File: config.mk
export PLATFORM = sky130hd
export DESIGN_NAME = irrigation_scheduler
export DESIGN_NICKNAME = d
export VERILOG_FILES = /design/src/rtl/irrigation_scheduler.sv
export SDC_FILE = /design/constraint.sdc
export NUM_CORES = 1
export LEC_CHECK = 0
export ABC_CLOCK_PERIOD_IN_PS = 4400
export CAP_MARGIN = 20
export CELL_PAD_IN_SITES_DETAIL_PLACEMENT = 1
export CELL_PAD_IN_SITES_GLOBAL_PLACEMENT = 1
export CORE_AREA = 2 2 102 104
export DETAILED_ROUTE_END_ITERATION = 12
export DIE_AREA = 0 0 104 106
export PLACE_DENSITY_LB_ADDON = 0.1
export SYNTH_ARGS = -nofsm -noshare
export SYNTH_HDL_FRONTEND = slang
export SYNTH_SLANG_ARGS = --single-unit
export TNS_END_PERCENT = 10
File: constraint.sdc
create_clock -name clk -period 4.4 [get_ports clk]
set_clock_uncertainty 0.1 [all_clocks]
set_input_delay 0.66 -clock clk [delete_from_list [all_inputs] [get_ports clk]]
set_output_delay 0.66 -clock clk [all_outputs]
set_load 0.05 [all_outputs]
File: src/rtl/irrigation_scheduler.sv
// Irrigation scheduler: duration config, start latching and the enable/done handshake with the phase sequencer.
// Define IRRIGATION_SCHEDULER_PHASE_CHECK_EN to build the per-run phase-length check (error_code 3).
module irrigation_scheduler #(
  parameter int               DUR_W  = 8,
  parameter int               CNT_W  = 12,
  parameter int               MARGIN = 8,
  parameter logic [DUR_W-1:0] D1_RST = DUR_W'(10),
  parameter logic [DUR_W-1:0] D2_RST = DUR_W'(5),
  parameter logic [DUR_W-1:0] D3_RST = DUR_W'(10)
) (
  input  logic             clk,
  input  logic             reset,
  input  logic             start_req,
  input  logic             cfg_we,
  input  logic [1:0]       cfg_sel,
  input  logic [DUR_W-1:0] cfg_data,
  input  logic             clear_error,
  input  logic             seq_done,
  input  logic             seq_irrigation_active,
  input  logic             seq_ventilation_active,
  output logic             seq_enable,
  output logic [DUR_W-1:0] state1_duration,
  output logic [DUR_W-1:0] state2_duration,
  output logic [DUR_W-1:0] state3_duration,
  output logic             busy,
  output logic             cycle_done,
  output logic [7:0]       cycle_count,
  output logic [1:0]       error_code
);

  typedef enum logic [2:0] {
    S_IDLE, S_ARM, S_WAIT_DONE, S_RELEASE, S_WAIT_IDLE, S_FAULT
  } state_t;

  localparam logic [1:0] ERR_ZERO     = 2'd1;
  localparam logic [1:0] ERR_TIMEOUT  = 2'd2;
  localparam logic [1:0] ERR_MISMATCH = 2'd3;

  state_t           state, next_state;
  logic [DUR_W-1:0] cfg_d1, cfg_d2, cfg_d3;
  logic             pending;
  logic [CNT_W-1:0] watchdog, watchdog_inc, limit;
  logic [1:0]       new_err;
  logic             req, cfg_ok, timeout, phase_bad, launch;
  logic             seq_enable_d, busy_d, cycle_done_d;

  assign req         = start_req | pending;
  assign cfg_ok      = (cfg_d1 != '0) && (cfg_d2 != '0) && (cfg_d3 != '0);
  assign limit       = CNT_W'(state1_duration) + CNT_W'(state2_duration)
                     + CNT_W'(state3_duration) + CNT_W'(MARGIN);
  assign watchdog_inc = watchdog + CNT_W'(1);
  assign timeout     = (watchdog_inc >= limit);
  assign launch      = (state == S_IDLE) && (next_state == S_ARM);

`ifdef IRRIGATION_SCHEDULER_PHASE_CHECK_EN
  logic [CNT_W-1:0] irr_cnt, ven_cnt;

  // Both counters are bounded by the watchdog limit, so they cannot wrap.
  always_ff @(posedge clk) begin
    if (reset) begin
      irr_cnt <= '0;
      ven_cnt <= '0;
    end else if (state == S_ARM) begin
      irr_cnt <= '0;
      ven_cnt <= '0;
    end else if (state == S_WAIT_DONE) begin
      if (seq_irrigation_active)  irr_cnt <= irr_cnt + CNT_W'(1);
      if (seq_ventilation_active) ven_cnt <= ven_cnt + CNT_W'(1);
    end
  end

  assign phase_bad = (irr_cnt != CNT_W'(state1_duration)) ||
                     (ven_cnt != CNT_W'(state3_duration));
`else
  logic unused_phase_inputs;
  assign unused_phase_inputs = seq_irrigation_active ^ seq_ventilation_active;
  assign phase_bad = 1'b0;
`endif

  // NOTE: sequential state uses non-blocking (<=) so every register samples pre-edge values.
  always_ff @(posedge clk) begin
    if (reset) state <= S_IDLE;
    else       state <= next_state;
  end

  // NOTE: defaults first so every path assigns every output and no latch is inferred.
  always_comb begin
    next_state = state;
    new_err    = 2'd0;
    case (state)
      S_IDLE: begin
        if (req) begin
          if (cfg_ok) begin
            next_state = S_ARM;
          end else begin
            next_state = S_FAULT;
            new_err    = ERR_ZERO;
          end
        end
      end
      S_ARM:       next_state = S_WAIT_DONE;
      S_WAIT_DONE: begin
        // A done arriving on the timeout cycle still counts as a good run.
        if (seq_done) begin
          next_state = S_RELEASE;
        end else if (timeout) begin
          next_state = S_FAULT;
          new_err    = ERR_TIMEOUT;
        end
      end
      S_RELEASE:   next_state = S_WAIT_IDLE;
      S_WAIT_IDLE: begin
        if (!seq_done) begin
          next_state = S_IDLE;
          if (phase_bad) new_err = ERR_MISMATCH;
        end
      end
      S_FAULT:     if (clear_error && !seq_done) next_state = S_IDLE;
      default:     next_state = S_IDLE;
    endcase
  end

  // Outputs are decoded from the next state and registered below.
  always_comb begin
    seq_enable_d = (next_state == S_WAIT_DONE);
    busy_d       = (next_state != S_IDLE);
    cycle_done_d = (state == S_WAIT_IDLE) && (next_state == S_IDLE);
  end

  always_ff @(posedge clk) begin
    if (reset) begin
      seq_enable      <= 1'b0;
      busy            <= 1'b0;
      cycle_done      <= 1'b0;
      cycle_count     <= '0;
      error_code      <= '0;
      pending         <= 1'b0;
      watchdog        <= '0;
      cfg_d1          <= D1_RST;
      cfg_d2          <= D2_RST;
      cfg_d3          <= D3_RST;
      state1_duration <= D1_RST;
      state2_duration <= D2_RST;
      state3_duration <= D3_RST;
    end else begin
      seq_enable <= seq_enable_d;
      busy       <= busy_d;
      cycle_done <= cycle_done_d;

      if (cycle_done_d && (cycle_count != 8'hFF)) cycle_count <= cycle_count + 8'd1;

      if (new_err != 2'd0)
        error_code <= new_err;
      else if (clear_error && ((state != S_FAULT) || !seq_done))
        error_code <= '0;

      if ((state == S_FAULT) || (next_state == S_FAULT) || launch)
        pending <= 1'b0;
      else if (start_req)
        pending <= 1'b1;

      if (state == S_ARM)            watchdog <= '0;
      else if (state == S_WAIT_DONE) watchdog <= watchdog_inc;

      if (cfg_we) begin
        case (cfg_sel)
          2'd0:    cfg_d1 <= cfg_data;
          2'd1:    cfg_d2 <= cfg_data;
          2'd2:    cfg_d3 <= cfg_data;
          default: ;
        endcase
      end

      // Shadows only move at launch, so a run never sees a mid-run config write.
      if (launch) begin
        state1_duration <= cfg_d1;
        state2_duration <= cfg_d2;
        state3_duration <= cfg_d3;
      end
    end
  end

endmodule

* Word-level counts from Yosys, hierarchy flattened
Cells that the tools add are included.
Storage, ports and cells: register bits 77, logic and storage cells 72
Cells by class: add/subtract/negate cells 5, $lt $le $gt $ge 1, eq/ne operators 12, mux-type cells 14, bitwise logic cells 1, reductions and logical operators 25
Operator list (number):
- $reduce_bool 8->1 | 3
- $mux 3 | 6
- $pmux 3 s6 | 1
- $add 12x1->12 const B | 1
- $ge 12x11->1 | 1
- $add 10x4->11 const B | 1
- $add 9x8->10 | 1
- $add 8x8->9 | 1
- $eq 3x2->1 const B | 3
- $eq 3x3->1 const B | 3
- $add 8x1->8 const B | 1
- $mux 2 | 4
- $ne 8x8->1 const B | 1
- $logic_and 1x1->1 | 7
- $eq 3x1->1 const B | 2
- $logic_not 3->1 | 2
- $reduce_and 2->1 | 3
- $pmux 2 s2 | 1
- $reduce_bool 2->1 | 2
- $reduce_or 2->1 | 2
- $logic_or 1x1->1 | 3
- $ne 3x3->1 const B | 1
- $reduce_bool 3->1 | 1
- $eq 2x1->1 const B | 1
- other kinds (5) | 6

* Depth between registers and ports, before layout
depth in word-level cells 11, gate-level depth with buffers 20

* Worst setup path before layout
Ideal clock, no wire load.
path type register to register, start register state1_duration[2], end register state[1], arrival 4.044 ns, required time 4.214 ns, setup slack 0.171 ns, cell stages (with the launch flop) 18, buffers on the path 0, cells stage by stage dfxtp_1 > inv_1 > fa_1 > inv_1 > fa_1 > ha_1 > a21o_1 > a21oi_1 > o21bai_1 > a21oi_1 > xor2_1 > ha_1 > and3_1 > a221oi_1 > o221a_2 > and3_1 > o21ai_0 > a211oi_1
On the way: cells in the longest elaborated chain, start to end 7
RTL lines:
- from (decl) | line 22 | output logic [DUR_W-1:0] state1_duration,
- from (signal assigned) | line 176 | state1_duration <= cfg_d1;
- $add 8x8->9 | line 49 | assign limit = CNT_W'(state1_duration) + CNT_W'(state2_duration)
- $add 9x8->10 | line 50 | + CNT_W'(state3_duration) + CNT_W'(MARGIN);
- $add 10x4->11 | line 50
- $ge 12x11->1 | line 52 | assign timeout = (watchdog_inc >= limit);
- $mux 3 | line 106 | end else if (timeout) begin
- $mux 3 | line 104 | if (seq_done) begin
- $pmux 3 s6 | line 90 | case (state)
- to (signal assigned) | line 83 | else state <= next_state;
- to (decl) | line 39 | state_t state, next_state;
No other way between the ends. A chain may end at the register's enable or synchronous reset.

* Worst setup path after layout
Ends and elaborated chain as after synthesis.

==> run metrics <==
final non-filler cell total=between 600 and 700; Leak=2.145 nW; Syn Std Cell Area=0.004041 mm^2; worst hold path class=reg -> reg; largest net degree at the start of global routing=between 60 and 70; dpl hpwl=7248 um; Max-Cap Viols=0; WL/cell=15.08 um; Synth Flop Type=dfxtp_1; vias in the first global route=3315; most frequent cells in the layout=dfxtp_1 (76), nor2_1 (75), clkdlybuf4s50_1 (51); Setup violations, final=0; switch share=0.3415; Multi-input gate area=0.002266 mm^2; Post-CTS Repair Setup Buffers=0; Final Max Slew Viols=0; CTS Buf Count=9; worst path arrival time=4.19 ns; fin crit share=0.9127; first-pass GRT wire length=16400 um; GR Overflow Total=0; yosys warns=0; EDFF count, synth=0; Vias=roughly 3.2k; Mapped Cells=451; Slew Limit Headroom=0.3226; Die Y-Extent=106 um; status=completed; Slew @ Worst Pin=1.016 ns; Worst R2R Start=state1_duration[2]$_SDFFE_PP0P_; Crit Path Category=reg -> reg; Detailed Route Iter0 Violations=approximately 130; worst skew pair latency=0.37 ns; CTS sink cnt=77; IO Port Bufs=52; R2R depth=20; Worst setup EP type=register; CTS tree=yes; sequential fraction of design power=0.397; post-synthesis register bit count=77; diode count=0; largest family of logic cells by synthesized area=simple AND/OR/NAND/NOR gates; sequential area share after synthesis=0.3814; met1 WL=4756 um; Post-Synth Adder-Cell Area=0.1251; area grow syn2layout=21.39%; Avg Synthesized Cell Area=8.961 um^2; Die ar.=0.01102 mm^2; Net Sw Power=around 670 uW; CP Launch Type=register; total negative slack=0 ns; placed cell count=621; Compound-Gate Fraction of Synth Area=0.1000; most common cell after layout, fill and taps aside=dfxtp_1; Synth Area in XOR/XNOR=0.06285; clock share of power=0.312; CORE AREA=between 0.009 and 0.01 mm^2; DIE WIDTH=104 um; HP Start=error_code[0]$_SDFFE_PP0P_; GP Congestion=0.8223; H-Tree Depth=3; max layer used=met4; layout filler cell count=1199; RR Endpoint=state[1]$_SDFF_PP0_; std cell rows=37; asr flop ratio synth=0; synthesized net count=504; CP Data Required Time=4.58 ns; antenna-violating nets left=0; Yosys top cell by area=dfxtp_1; post-DR vias/cell=4.989; pwr dens=399.7 mW/mm^2; unrepaired setup endpoints after global routing=false; final wirelength=just under 10000 um; flop2flop setup slack=0.38 ns; Starting Density=0.4042; Final Util=0.4906; max frequency=249.0 MHz; combinational power share=0.291; clock slew at reported path FFs=0.08 ns; Synth Area in Simple Gates=0.1780; Final min period=4.016 ns; top cell type's share of synthesized area=0.3814; final-report hold violation count=0; Root Buffer=clkbuf_8; TritonRoute pass-1 iters=4; hold depth=2; DR WL met2=roughly 4400 um; antenna violations before repair=0; Tot GR Track Use=0.1889; met3 WL post-DR=between 200 and 250 um; Hold Path End=error_code[0]$_SDFFE_PP0P_; mux cell area share after synthesis=0.08669; Yosys cell types=47; fin nets=549; Int Pwr=1.291 mW; top post-synthesis cells by area=dfxtp_1 (38%), mux2i_1 (8.7%), ha_1 (8.0%); Max clock buf depth=2; VDD IR max=about 0.00016 V; fraction of layout cells with a size suffix above 1=0.06786; Post-route DRC=0; Seq. cell area=0.001543 mm^2; Critical Path Fanout Max=4; I/O Pins=55
[worst max-delay path: stages, from the launching register on]
cell      delay, ns
dfxtp_2        0.34
inv_1          0.06
fa_1           0.53
inv_1          0.04
ha_1           0.28
ha_1           0.21
inv_1          0.07
fa_2           0.21
inv_1          0.04
a21oi_1        0.15
o21bai_1       0.12
a21o_1         0.19
a21oi_1        0.16
xor2_1         0.17
ha_1           0.26
and3_1         0.15
o211ai_1       0.08
o221a_2        0.23
and3_4         0.22
o21ai_0        0.09
a211oi_1       0.21
[power groups by stage]
stage | combinational [mW] | sequential, mW | clock [mW]
finish | 0.570 | 0.779 | 0.612
detailed placement | 0.555 | 0.796 | 0
global route | 0.641 | 0.787 | 0.653
global placement | 0.543 | 0.793 | 0
CTS | 0.559 | 0.780 | 0.632
floorplan | 0.335 | 0.850 | 0
[cell families after synthesis]
logic type / after synthesis
AO/OA/AOI/OAI: 57
XOR/XNOR: 29
adder cells (fa/ha/maj): 35
buffers and inverters: 66
flip-flops: 77
multiplexers: 35
AND/OR/NAND/NOR: 152
[cells in the mapped netlist (4+ instances only)]
| cell type | count |
|---|---|
| o21ai_0 | 11 |
| nand3b_1 | 4 |
| nor4_1 | 8 |
| xnor2_1 | 17 |
| ha_1 | 26 |
| a21oi_1 | 14 |
| dfxtp_1 | 77 |
| xor2_1 | 12 |
| fa_1 | 9 |
| mux2i_1 | 35 |
| clkbuf_1 | 14 |
| nor3_1 | 5 |
| or3_1 | 7 |
| nor2_1 | 75 |
| inv_1 | 45 |
| a211o_1 | 11 |
| nand2_1 | 25 |
| nand3_1 | 11 |
[layout make-up]
| type | instances | share of cell area |
|---|---|---|
| multi-input combinational | 308 | 0.4619 |
| sequential | 77 | 0.3145 |
| clock inverter | 7 | 0.01964 |
| timing repair buffer | 55 | 0.1097 |
| inverter | 45 | 0.03443 |
| tap | 136 | 0.03468 |
| clock buffer | 9 | 0.02525 |
[state kept, by name, summed over array words and instances, names as in the netlist]
signal and count:
state1_duration 8, cfg_d3 8, cycle_count 8, pending 1, state2_duration 8, cfg_d2 8, cfg_d1 8, error_code 2
cycle_done 1, state 3, busy 1, seq_enable 1, watchdog 12, state3_duration 8
[per-stage QoR]
step	area [um^2]	setup WS [ns]	hold WS (ns)	power, mW
after global placement	4652	0.2187	0.3609	1.336
final	4906	0.3839	0.3766	1.961
after CTS	4872	0.09993	0.3860	1.970
after detailed placement	4652	0.1281	0.3695	1.351
after global routing	4906	0.02811	0.4207	2.081
after floorplan	4041	0.1709	0.3589	1.185
[worst max path at each step]
stage	slack (ns)	start	end	cells past startpoint
after CTS	0.1	state1_duration[2]$_SDFFE_PP0P_	pending$_SDFFE_PP0P_	17
after global routing	0.03	state2_duration[2]$_SDFFE_PP1P_	state[1]$_SDFF_PP0_	17
after global placement	0.22	state1_duration[2]$_SDFFE_PP0P_	pending$_SDFFE_PP0P_	17
final	0.38	state1_duration[2]$_SDFFE_PP0P_	state[1]$_SDFF_PP0_	20
after detailed placement	0.13	state1_duration[2]$_SDFFE_PP0P_	state[1]$_SDFF_PP0_	17
after floorplan	0.17	state1_duration[2]$_SDFFE_PP0P_	state[1]$_SDFF_PP0_	17
[layer usage]
| layer | vias to the layer above | track usage |
|---|---|---|
| li1 | 1606 | - |
| met1 | 1519 | 0.2532 |
| met2 | 39 | 0.2970 |
| met3 | 14 | 0.03801 |
| met4 | 0 | 0.08108 |
| met5 | - | 0 |
[timing repair]
item,CTS,global route
endpoints found under the setup margin,0,6
hold buffers,0,0
resized for setup,0,9
Power figures use the tool's default switching activity.
